`src/rtl/axi_rd2noc_rsp.sv`:
```
// axi_rd2noc_rsp: packs AXI R beats behind a pre-formed header into one
// preamble-tagged response packet on the DMA NoC plane.
module axi_rd2noc_rsp #(
  parameter int NOC_W = 64,
  parameter int LEN_W = 8
) (
  input  logic               clk,
  input  logic               rstn,
  input  logic               desc_valid,
  output logic               desc_ready,
  input  logic [NOC_W-1:0]   desc_hdr,
  input  logic [LEN_W-1:0]   desc_len,
  input  logic               r_valid,
  output logic               r_ready,
  input  logic [NOC_W-1:0]   r_data,
  input  logic [1:0]         r_resp,
  input  logic               r_last,
  output logic               noc_valid,
  input  logic               noc_ready,
  output logic [NOC_W+1:0]   noc_data,
  output logic               busy,
  output logic               err
);

  typedef enum logic [2:0] {
    ST_IDLE,
    ST_HDR,
    ST_DATA,
    ST_PAD,
    ST_DRAIN
  } state_t;

  localparam logic [1:0]     PRE_HDR  = 2'b10;
  localparam logic [1:0]     PRE_BODY = 2'b00;
  localparam logic [1:0]     PRE_TAIL = 2'b01;
  localparam logic [LEN_W:0] REM_ONE  = {{LEN_W{1'b0}}, 1'b1};

  state_t              state_q, state_d;
  logic [NOC_W-1:0]    hdr_q, hdr_d;
  logic [LEN_W:0]      rem_q, rem_d;
  logic                err_q, err_d;
  logic                out_valid_q, out_valid_d;
  logic [NOC_W+1:0]    out_data_q, out_data_d;

  logic                out_free;
  logic                ld;
  logic [NOC_W+1:0]    ld_data;
  logic                rem_zero;

  assign out_free   = !out_valid_q || noc_ready;
  assign rem_zero   = (rem_q == '0);
  assign noc_valid  = out_valid_q;
  assign noc_data   = out_data_q;
  assign busy       = (state_q != ST_IDLE);
  assign err        = err_q;

  // Next-state, flit selection and output-register load.
  always_comb begin
    state_d    = state_q;
    hdr_d      = hdr_q;
    rem_d      = rem_q;
    err_d      = err_q;
    desc_ready = 1'b0;
    r_ready    = 1'b0;
    ld         = 1'b0;
    ld_data    = '0;

    case (state_q)
      ST_IDLE: begin
        desc_ready = 1'b1;
        if (desc_valid) begin
          hdr_d   = desc_hdr;
          rem_d   = {1'b0, desc_len};
          err_d   = 1'b0;
          state_d = ST_HDR;
        end
      end
      ST_HDR: begin
        if (out_free) begin
          ld      = 1'b1;
          ld_data = {PRE_HDR, hdr_q};
          state_d = ST_DATA;
        end
      end
      ST_DATA: begin
        r_ready = out_free;
        if (r_valid && out_free) begin
          ld      = 1'b1;
          ld_data = {(rem_zero ? PRE_TAIL : PRE_BODY), r_data};
          rem_d   = rem_q - REM_ONE;
          if (r_resp[1]) err_d = 1'b1;
          if (rem_zero) begin
            if (r_last) begin
              state_d = ST_IDLE;
            end else begin
              err_d   = 1'b1;
              state_d = ST_DRAIN;
            end
          end else if (r_last) begin
            err_d   = 1'b1;
            state_d = ST_PAD;
          end
        end
      end
      ST_PAD: begin
        // rem_q still counts the flits owed after the early rlast.
        if (out_free) begin
          ld      = 1'b1;
          ld_data = {(rem_zero ? PRE_TAIL : PRE_BODY), {NOC_W{1'b0}}};
          rem_d   = rem_q - REM_ONE;
          if (rem_zero) state_d = ST_IDLE;
        end
      end
      ST_DRAIN: begin
        r_ready = 1'b1;
        if (r_valid) begin
          if (r_resp[1]) err_d = 1'b1;
          if (r_last) state_d = ST_IDLE;
        end
      end
      default: state_d = ST_IDLE;
    endcase

    out_valid_d = out_valid_q;
    out_data_d  = out_data_q;
    if (out_free) begin
      out_valid_d = ld;
      if (ld) out_data_d = ld_data;
    end
  end

  // State and output register.
  always_ff @(posedge clk or negedge rstn) begin
    if (!rstn) begin
      state_q     <= ST_IDLE;
      hdr_q       <= '0;
      rem_q       <= '0;
      err_q       <= 1'b0;
      out_valid_q <= 1'b0;
      out_data_q  <= '0;
    end else begin
      state_q     <= state_d;
      hdr_q       <= hdr_d;
      rem_q       <= rem_d;
      err_q       <= err_d;
      out_valid_q <= out_valid_d;
      out_data_q  <= out_data_d;
    end
  end

endmodule

```
`config.mk`:
```
export PLATFORM = sky130hd
export DESIGN_NAME = axi_rd2noc_rsp
export DESIGN_NICKNAME = d
export VERILOG_FILES = /design/src/rtl/axi_rd2noc_rsp.sv
export SDC_FILE = /design/constraint.sdc
export NUM_CORES = 1
export LEC_CHECK = 0
export BUFFER_PORTS_ARGS = -buffer_cell sky130_fd_sc_hd__clkbuf_2
export CORE_MARGIN = 4
export CORE_UTILIZATION = 45
export DETAILED_ROUTE_END_ITERATION = 8
export PLACE_DENSITY = 0.8
export SYNTH_ARGS = -nofsm -noshare
export SYNTH_HDL_FRONTEND = slang
export SYNTH_SLANG_ARGS = --single-unit
export TNS_END_PERCENT = 10
```
`constraint.sdc`:
```
create_clock -name clk -period 1.8 [get_ports clk]
set_input_delay 0.45 -clock clk [delete_from_list [all_inputs] [get_ports clk]]
set_output_delay 0.45 -clock clk [all_outputs]
set_load 0.005 [all_outputs]
```
==> results of run 1 <==
[sequential cells by signal, indices dropped and copies added (netlist names)]
register   cells
err            1
hdr_q         64
noc_data      66
noc_valid      1
rem_q          9
state_q        3
[cell families (layout without fill, tap and decap cells)]
family	Yosys count	in the layout	synth area share [%]
and+or+nand+nor	181	181	12.47
DFF	144	144	54.92
AOI/OAI and AO/OA	109	109	16.27
muxes	67	67	11.46
buffers and inverters	48	299	4.691
adders and majority gates	1	1	0.1907
[placed cells by master, fill, tap and decap left out, types with 3 or more instances in the layout]
| master | synthesis | layout |
|---|---|---|
| clkbuf_2 | 0 | 211 |
| dfrtp_1 | 144 | 142 |
| nor2_1 | 136 | 136 |
| mux2_1 | 65 | 65 |
| a221oi_2 | 30 | 36 |
| buf_4 | 3 | 32 |
| a221oi_1 | 34 | 28 |
| clkbuf_16 | 0 | 19 |
| buf_12 | 0 | 12 |
| a21oi_1 | 11 | 11 |
| nand3_1 | 6 | 6 |
| nand2_1 | 5 | 5 |
| nor2b_1 | 6 | 5 |
| clkinv_2 | 0 | 5 |
| o21ai_1 | 4 | 4 |
| o2bb2ai_1 | 4 | 4 |
| o21ai_0 | 4 | 4 |
| nor4_1 | 6 | 4 |
| inv_1 | 4 | 3 |
| inv_2 | 3 | 3 |
| o211ai_1 | 3 | 3 |
| a31oi_1 | 3 | 3 |
| buf_6 | 14 | 3 |
[synthesized netlist by cell type, types with 5 or more instances]
cell | count | area (um^2)
buf_6 | 14 | 157.7
nor4_1 | 6 | 37.54
a21oi_1 | 11 | 55.05
buf_2 | 9 | 45.04
dfrtp_1 | 144 | 3603
a221oi_2 | 30 | 450.4
nor2b_1 | 6 | 37.54
nor2_1 | 136 | 510.5
nand3_1 | 6 | 30.03
nand2_1 | 5 | 18.77
mux2_1 | 65 | 732.0
clkbuf_1 | 15 | 56.30
a221oi_1 | 34 | 297.8
[critical path, stage by stage (launching register included)]
cell	delay [ns]
dfrtp_2	0.42
inv_2	0.07
buf_6	0.10
nand3_1	0.07
a21oi_1	0.14
buf_2	0.13
[stage by stage]
stage	TNS, ns	power [W]	instances	instance area [um^2]	setup WS (ns)
after floorplan	0	0.009463	550	6568	0.04499
after global placement	-0.008511	0.01162	945	8064	-0.008511
after detailed placement	-0.3133	0.01190	945	8064	-0.06815
after CTS	-0.009614	0.01539	979	8693	-0.009614
after global routing	-0.1168	0.01666	981	8825	-0.05213
final	0	0.01550	981	8825	0.01252
[worst max-delay path by stage]
stage,start,to,slack (ns),cells after the start
global placement,r_valid,noc_data[8],-0.009,6
finish,state_q[2],r_ready,0.01,5
detailed placement,r_valid,noc_data[59],-0.07,6
global route,noc_valid,state_q[0],-0.05,6
floorplan,rem_q[0],state_q[2],0.04,6
CTS,state_q[1],r_ready,-0.01,5
[repair_timing]
item,in CTS,in global routing
pin swaps,1,4
cloned,0,2
hold buffers,1,0
hold endpoints to repair,36,0
setup buffers,5,0
endpoints found under the setup margin,4,52
gates resized for setup,11,14
[power by group through the flow]
stage	Combinational, W	Clock [W]	Sequential [W]
after floorplan	0.00371	0	0.00576
after global placement	0.00584	0	0.00578
after detailed placement	0.00603	0	0.00588
after CTS	0.00612	0.00343	0.00584
after global routing	0.00705	0.00357	0.00604
final	0.00631	0.00335	0.00584
[layer usage]
metal | track usage [%] | wire [um]
met5 | 0 | 0
met3 | 5.936 | 1203
met4 | 6.671 | 382
met1 | 25.85 | 7165
met2 | 34.88 | 8791
[area by class of cell]
class	count	area [um^2]
fill	1150	5271
timing repair buffer	262	1635
inverter	7	31.28
clock buffer	19	442.9
clock inverter	11	117.6
sequential	144	3606
multi-input combinational	358	2766
tap	180	225.2
==> impl_metrics.py, run 1 <==
metrics = {
    "die": {
        "die_area_um2": 16580,
        "initial_core_util_pct": 46.55,
        "die_w_um": 128.8,
        "core_um2": 14100,
        "die_h_um": 128.8,
        "io_pins": 215,
        "num_rows": 43,
    },
    "grt": {
        "grt_pass1_wl_um": 27120,
        "track_usage_pct": 20.73,
        "grt_max_degree": 49,
        "grt_pass1_vias": 5416,
        "grt-ovfl-total": 0,
        "antenna_found_initial": 0,
    },
    "sta": {
        "period_share_pct": 99.30,
        "holdWs_ns": 0.2496,
        "setup_viol": 0,
        "worst-slew-pin-transition_ns": 0.4273,
        "rsz0062_at_grt": "true",
        "min_period_ns": 1.787,
        "maxSlewHeadroom_pct": 71.51,
        "drv_slew": 0,
        "hold_violations": 0,
        "max_freq_ghz": 0.5594,
        "fin_skew_ns": 0.006896,
    },
    "worst_setup_path": {
        "arrival_ns": 1.34,
        "crit_path_start_kind": "register",
        "rr_endpoint": "state_q[2]",
        "r2r_setup_slack_ns": 0.06,
        "r2r_start": "noc_valid",
        "path_class": "reg -> out",
        "ff2ff_path_depth": 5,
        "crit_fanout": 4,
        "cp.required_ns": 1.35,
        "crit_path_end_kind": "output port",
    },
    "route": {
        "drtIter0Drc": 276,
        "viasPerCell": 5.403,
        "vias": 5300,
        "drt_first_pass_iters": 4,
        "ant_nets": 0,
        "drt_wl_total_um": 17540,
        "wl_per_cell_um": 17.88,
        "drc": 0,
    },
    "pwr": {
        "clockPowerShare_pct": 21.6,
        "p_seq_share_pct": 37.7,
        "leakage_nw": 4.242,
        "switching_share_pct": 35.92,
        "power_frac_comb_pct": 40.7,
        "powerDensity_nw_per_um2": 1756,
        "peakVddDrop_v": 0.001208,
        "p_int_w": 0.009930,
        "power_switching_w": 0.005566,
    },
    "final_layout": {
        "area_delta_synth_final_pct": 34.50,
        "fin_nets": 935,
        "n_antenna_cell": 0,
        "utilization_pct": 62.60,
        "drive_above_1_share_pct": 43.82,
    },
    "synthesis": {
        "synth_edf_count": 0,
        "synth_cells": 550,
        "yosysWarnings": 0,
        "post_synth.cell_area_avg_um2": 11.93,
        "ys_types": 49,
        "synth-main-ff-cell": "dfrtp_1",
        "async_reset_ff_share_pct": 100.0,
        "synth_nets": 695,
        "synth_seq_area_share_pct": 54.92,
        "synth_area_um2": 6561,
        "ys_ff_latch": 144,
    },
    "clocking": {
        "cts_tree": "done",
        "path_clk_slew_ns": 0.06,
        "cts_made_buffers": 17,
        "htreeDepth": 4,
        "cts_sinks": 144,
        "clock-root-buffer": "clkbuf_16",
        "ctsLongestPathBuffers": 2,
        "clock_latency_ns": 0.41,
    },
    "min_path": {
        "worstHoldPathType": "in -> reg",
        "holdPathEnd": "hdr_q[10]",
        "hold_depth": 2,
        "min_from": "desc_hdr[10]",
    },
    "run": {
        "drv_cap": 0,
    },
    "place": {
        "dp.final_hpwl_um": 12020,
        "io_buffer_count": 213,
        "gp_congestion": 0.8287,
    },
    "outcome": {
        "status": "finished, final reports clean",
    },
}
No activity file was read; power rests on OpenSTA's default activity.
==> run 2, diff against run 1 <==
clock period = 1.5 ns   (was 1.8 ns; I/O delays follow)
==> impl_metrics.py, run 2 (synthesis results as in run 1) <==
metrics = {
    "die": {
        "die_h_um": 128.8,
        "num_rows": 43,
        "die_w_um": 128.8,
        "die_area_um2": 16580,
        "initial_core_util_pct": 46.55,
        "io_pins": 215,
        "core_um2": 14100,
    },
    "run": {
        "drv_cap": 0,
    },
    "sta": {
        "drv_slew": 0,
        "rsz0062_at_grt": "true",
        "worst-slew-pin-transition_ns": 0.3894,
        "fin_skew_ns": 0.008681,
        "max_freq_ghz": 0.5557,
        "maxSlewHeadroom_pct": 74.04,
        "setup_viol": 145,
        "min_period_ns": 1.799,
        "period_share_pct": 120.0,
        "fin_ws_ns": -0.2995,
        "hold_violations": 0,
    },
    "worst_setup_path": {
        "ff2ff_path_depth": 8,
        "critPathTopFamily": "buffers and inverters",
        "rr_endpoint": "state_q[1]",
        "arrival_ns": 2.09,
        "crit_path_max_incr_delay_ns": 0.39,
        "cpMostUsedCell": "buf_4",
        "path_buf_inv": 3,
        "r2r_start": "rem_q[1]",
        "crit_fanout": 6,
        "cpMaxStageDelayCell": "dfrtp_1",
        "crit_path_cell_trace": "inv_2 > ha_4 > nor3b_4 > buf_4 > a31oi_4 > buf_4 > mux2i_1 > o22ai_2",
        "crit_path_start_kind": "register",
        "r2r_setup_slack_ns": -0.30,
        "crit_path_end_kind": "register",
        "cp.required_ns": 1.79,
        "path_class": "reg -> reg",
    },
    "pwr": {
        "switching_share_pct": 36.78,
        "powerDensity_nw_per_um2": 2179,
        "leakage_nw": 4.969,
        "p_seq_share_pct": 32.2,
        "p_int_w": 0.01422,
        "finalPower_w": 0.02249,
        "power_switching_w": 0.008270,
        "peakVddDrop_v": 0.001494,
        "clockPowerShare_pct": 18.6,
        "power_frac_comb_pct": 49.3,
    },
    "clocking": {
        "cts_tree": "done",
        "cts_made_buffers": 17,
        "clock_latency_ns": 0.41,
        "cts_sinks": 144,
        "path_clk_slew_ns": 0.06,
        "clock-root-buffer": "clkbuf_16",
        "ctsLongestPathBuffers": 2,
        "htreeDepth": 4,
    },
    "final_layout": {
        "area_delta_synth_final_pct": 57.32,
        "fill_cells": 901,
        "most-common-layout-cells": "211 x clkbuf_2, 140 x dfrtp_1, 135 x nor2_1",
        "seqCellArea_um2": 3608,
        "fin_nets": 1016,
        "multiInputGateArea_um2": 3256,
        "n_antenna_cell": 0,
        "drive_above_1_share_pct": 57.35,
        "largest_register_ffs": 66,
        "final_common_cell": "clkbuf_2",
    },
    "grt": {
        "grt_pass1_vias": 6249,
        "grt_max_degree": 43,
        "track_usage_pct": 25.48,
        "grt_pass1_wl_um": 32760,
        "antenna_found_initial": 0,
        "grt-ovfl-total": 0,
    },
    "outcome": {
        "violations": "setup timing",
        "status": "finished with violations",
    },
    "route": {
        "wl_per_cell_um": 20.98,
        "drt_first_pass_iters": 5,
        "drtIter0Drc": 302,
        "drc": 0,
        "drt_wl_total_um": 22330,
        "ant_nets": 0,
        "viasPerCell": 5.663,
        "vias": 6025,
    },
    "place": {
        "dp.final_hpwl_um": 12580,
        "io_buffer_count": 213,
        "gp_congestion": 0.8216,
        "dp_worst_setup_slack_ns": -0.2998,
    },
    "min_path": {
        "holdPathEnd": "hdr_q[60]",
        "worstHoldPathType": "in -> reg",
        "hold_depth": 2,
        "min_from": "desc_hdr[60]",
    },
}
==> run 2: cell count changes in the layout (fill, tap and decap cells not counted), sizes merged <==
cell / before / now
and4: 1 / 3
inv: 7 / 10
bufbuf: 0 / 2
clkinv: 7 / 6
clkbuf: 232 / 236
buf: 48 / 121
==> run 2: per-layer routing <==
| metal | vias to the layer above | wire length (um) | global-route usage [%] |
|---|---|---|---|
| met4 | 0 | 435 | 9.512 |
| met5 | - | 0 | 0 |
| li1 | 2685 | - | - |
| met3 | 35 | 1517 | 6.227 |
| met2 | 280 | 11670 | 43.41 |
| met1 | 3025 | 8700 | 31.41 |
==> run 2: stage by stage <==
stage | hold WS, ns | cells | area [um^2] | utilization [%] | setup TNS, ns
finish | 0.1676 | 1064 | 10320 | 73.23 | -28.36
global route | 0.1600 | 1064 | 10320 | 73.23 | -36.16
CTS | 0.1569 | 1043 | 9803 | 69.55 | -20.48
detailed placement | 0.2770 | 979 | 8366 | 59.35 | -27.63
global placement | 0.2749 | 979 | 8366 | 59.35 | -24.61
floorplan | 0.07941 | 550 | 6595 | - | -12.93
==> run 2: worst max-delay path by stage <==
stage,from,end,cells past startpoint
after floorplan,rem_q[0],state_q[2],6
after global placement,r_valid,noc_data[44],7
after detailed placement,rem_q[0],state_q[0],6
after CTS,noc_valid,r_ready,6
after global routing,rem_q[1],state_q[1],8
final,rem_q[1],state_q[1],8
==> run 2: layout make-up <==
type / instances / area share, %
timing repair buffer: 341 / 25.37
clock inverter: 13 / 1.309
clock buffer: 19 / 4.291
inverter: 7 / 0.3515
sequential: 144 / 34.96
tap: 180 / 2.182
multi-input combinational: 360 / 31.54
==> run 2: power groups by stage <==
stage                     sequential, W  combinational (W)  clock (W)
after floorplan                 0.00691            0.00451          0
after global placement          0.00693            0.00759          0
after detailed placement        0.00705            0.00781          0
after CTS                       0.00712            0.00957    0.00423
after global routing            0.00745             0.0120    0.00443
final                           0.00723             0.0111    0.00417
==> run 2: what timing repair did <==
item                                   4_1_cts  5_1_grt
pin swaps                                   28       21
endpoints found under the hold margin       23        0
gates cloned                                11        6
gates resized for setup                     91       52
hold buffers                                 1        0
buffers inserted                            20       17
setup endpoints to repair                  146      147
==> run 3, diff against run 2 <==
CORE_UTILIZATION = 46   (was 45)
PLACE_DENSITY = 0.82   (was 0.8)
==> impl_metrics.py, run 3 (synthesis results as in run 1) <==
metrics = {
    "outcome": {
        "status": "finished with violations",
        "violations": "setup timing",
    },
    "final_layout": {
        "drive_above_1_share_pct": 55.33,
        "utilization_pct": 72.25,
        "fin_nets": 985,
        "final_cells": 1033,
        "fill_cells": 923,
        "most-common-layout-cells": "210 x clkbuf_2, 140 x dfrtp_1, 134 x nor2_1",
        "largest_register_ffs": 66,
        "area_delta_synth_final_pct": 53.45,
        "n_antenna_cell": 0,
        "final_common_cell": "clkbuf_2",
    },
    "route": {
        "vias": 5738,
        "viasPerCell": 5.555,
        "drtIter0Drc": 246,
        "drt_first_pass_iters": 5,
        "drt_wl_total_um": 20750,
        "wl_per_cell_um": 20.09,
        "drc": 0,
        "ant_nets": 0,
    },
    "die": {
        "initial_core_util_pct": 47.09,
        "die_area_um2": 16240,
        "die_w_um": 127.4,
        "num_rows": 43,
        "die_h_um": 127.4,
        "io_pins": 215,
        "core_um2": 13930,
    },
    "pwr": {
        "p_seq_share_pct": 32.5,
        "power_switching_w": 0.007989,
        "powerDensity_nw_per_um2": 2207,
        "peakVddDrop_v": 0.001427,
        "clockPowerShare_pct": 20.0,
        "finalPower_w": 0.02222,
        "leakage_nw": 4.833,
        "switching_share_pct": 35.95,
        "power_frac_comb_pct": 47.5,
        "p_int_w": 0.01423,
    },
    "clocking": {
        "clock-root-buffer": "clkbuf_16",
        "cts_sinks": 144,
        "clock_latency_ns": 0.42,
        "cts_made_buffers": 17,
        "ctsLongestPathBuffers": 2,
        "cts_tree": "done",
        "htreeDepth": 4,
        "path_clk_slew_ns": 0.06,
    },
    "sta": {
        "worst-slew-pin-transition_ns": 0.6521,
        "drv_slew": 0,
        "min_period_ns": 1.883,
        "hold_violations": 0,
        "maxSlewHeadroom_pct": 56.44,
        "fin_skew_ns": 0.008044,
        "fin_ws_ns": -0.3829,
        "rsz0062_at_grt": "true",
        "period_share_pct": 125.5,
        "max_freq_ghz": 0.5311,
        "holdWs_ns": 0.1758,
        "setup_viol": 144,
    },
    "grt": {
        "grt_pass1_vias": 5917,
        "antenna_found_initial": 0,
        "grt_max_degree": 53,
        "grt-ovfl-total": 0,
        "grt_pass1_wl_um": 30580,
        "track_usage_pct": 24.30,
    },
    "worst_setup_path": {
        "crit_fanout": 6,
        "cp.required_ns": 1.81,
        "path_class": "reg -> reg",
        "crit_path_end_kind": "register",
        "arrival_ns": 2.19,
        "crit_path_start_kind": "register",
    },
    "place": {
        "dpl.cell_count": 967,
        "gp_congestion": 0.8312,
        "dp_worst_setup_slack_ns": -0.3377,
        "io_buffer_count": 213,
        "dp.final_hpwl_um": 12540,
    },
    "min_path": {
        "worstHoldPathType": "in -> reg",
    },
    "run": {
        "drv_cap": 0,
    },
}
-- run 3: cell count changes in the layout (fill, tap and decap cells not counted), sizes merged --
cell,previous run,this run
bufbuf,2,3
clkbuf,236,237
bufinv,2,3
clkinv,6,3
inv,10,8
and4,3,1
clkinvlp,2,1
buf,121,95
-- run 3: per-stage QoR --
stage | instance area [um^2] | setup TNS [ns]
2_1_floorplan | 6595 | -12.93
3_3_place_gp | 8275 | -28.10
3_5_place_dp | 8275 | -33.32
4_1_cts | 9513 | -31.43
5_1_grt | 10070 | -38.50
6_report | 10070 | -31.06
-- run 3: what timing repair did --
item                                   4_1_cts  5_1_grt
gates cloned                                 9        3
buffers inserted                            10       11
hold buffers                                 1        0
endpoints found under the hold margin       23        0
setup endpoints to repair                  146      147
pin swaps                                    8        8
gates resized for setup                     53       75
-- run 3: worst max-delay path, stage by stage, from the launching register on --
cell,delay [ns]
dfrtp_2,0.46
and3_1,0.19
a2111oi_2,0.64
nor3_4,0.12
a2111oi_2,0.36
-- run 3: path summary, 6_finish.rpt --
path	cells past startpoint	from	slack, ns	endpoint
hold reg to reg	2	noc_data[64]	0.49	noc_data[64]
min in group asynchronous	2	rstn	0.39	rem_q[3]
hold / removal	2	desc_hdr[48]	0.18	hdr_q[48]
setup / recovery	4	state_q[2]	-0.38	state_q[0]
max in group asynchronous	3	rstn	0.53	noc_data[16]
setup reg to reg	4	state_q[2]	-0.38	state_q[0]
-- run 3: cell type report --
class / count / area [um^2] / share of cell area, %
clock buffers: 24 / 501.7 / 4.983
clock inverters: 8 / 125.1 / 1.243
inverters: 7 / 33.78 / 0.3355
multi-input cells: 358 / 3229 / 32.07
flip-flops and latches: 144 / 3608 / 35.84
well taps: 180 / 225.2 / 2.237
repair buffers: 312 / 2345 / 23.29
-- run 3: power groups by stage --
stage | Clock, W | Sequential [W] | Combinational (W)
after floorplan | 0 | 0.00691 | 0.00451
after global placement | 0 | 0.00692 | 0.00750
after detailed placement | 0 | 0.00708 | 0.00779
after CTS | 0.00451 | 0.00709 | 0.00915
after global routing | 0.00470 | 0.00745 | 0.0114
final | 0.00445 | 0.00723 | 0.0105
-- run 3: layer usage --
metal | GRT usage, % | wire length [um] | vias up | part of all wire [%]
li1 | - | - | 2604 | -
met1 | 28.14 | 7949 | 2866 | 38
met2 | 42.52 | 10840 | 216 | 52
met3 | 7.191 | 1406 | 52 | 6.8
met4 | 9.022 | 558 | 0 | 2.7
met5 | 0 | 0 | - | 0
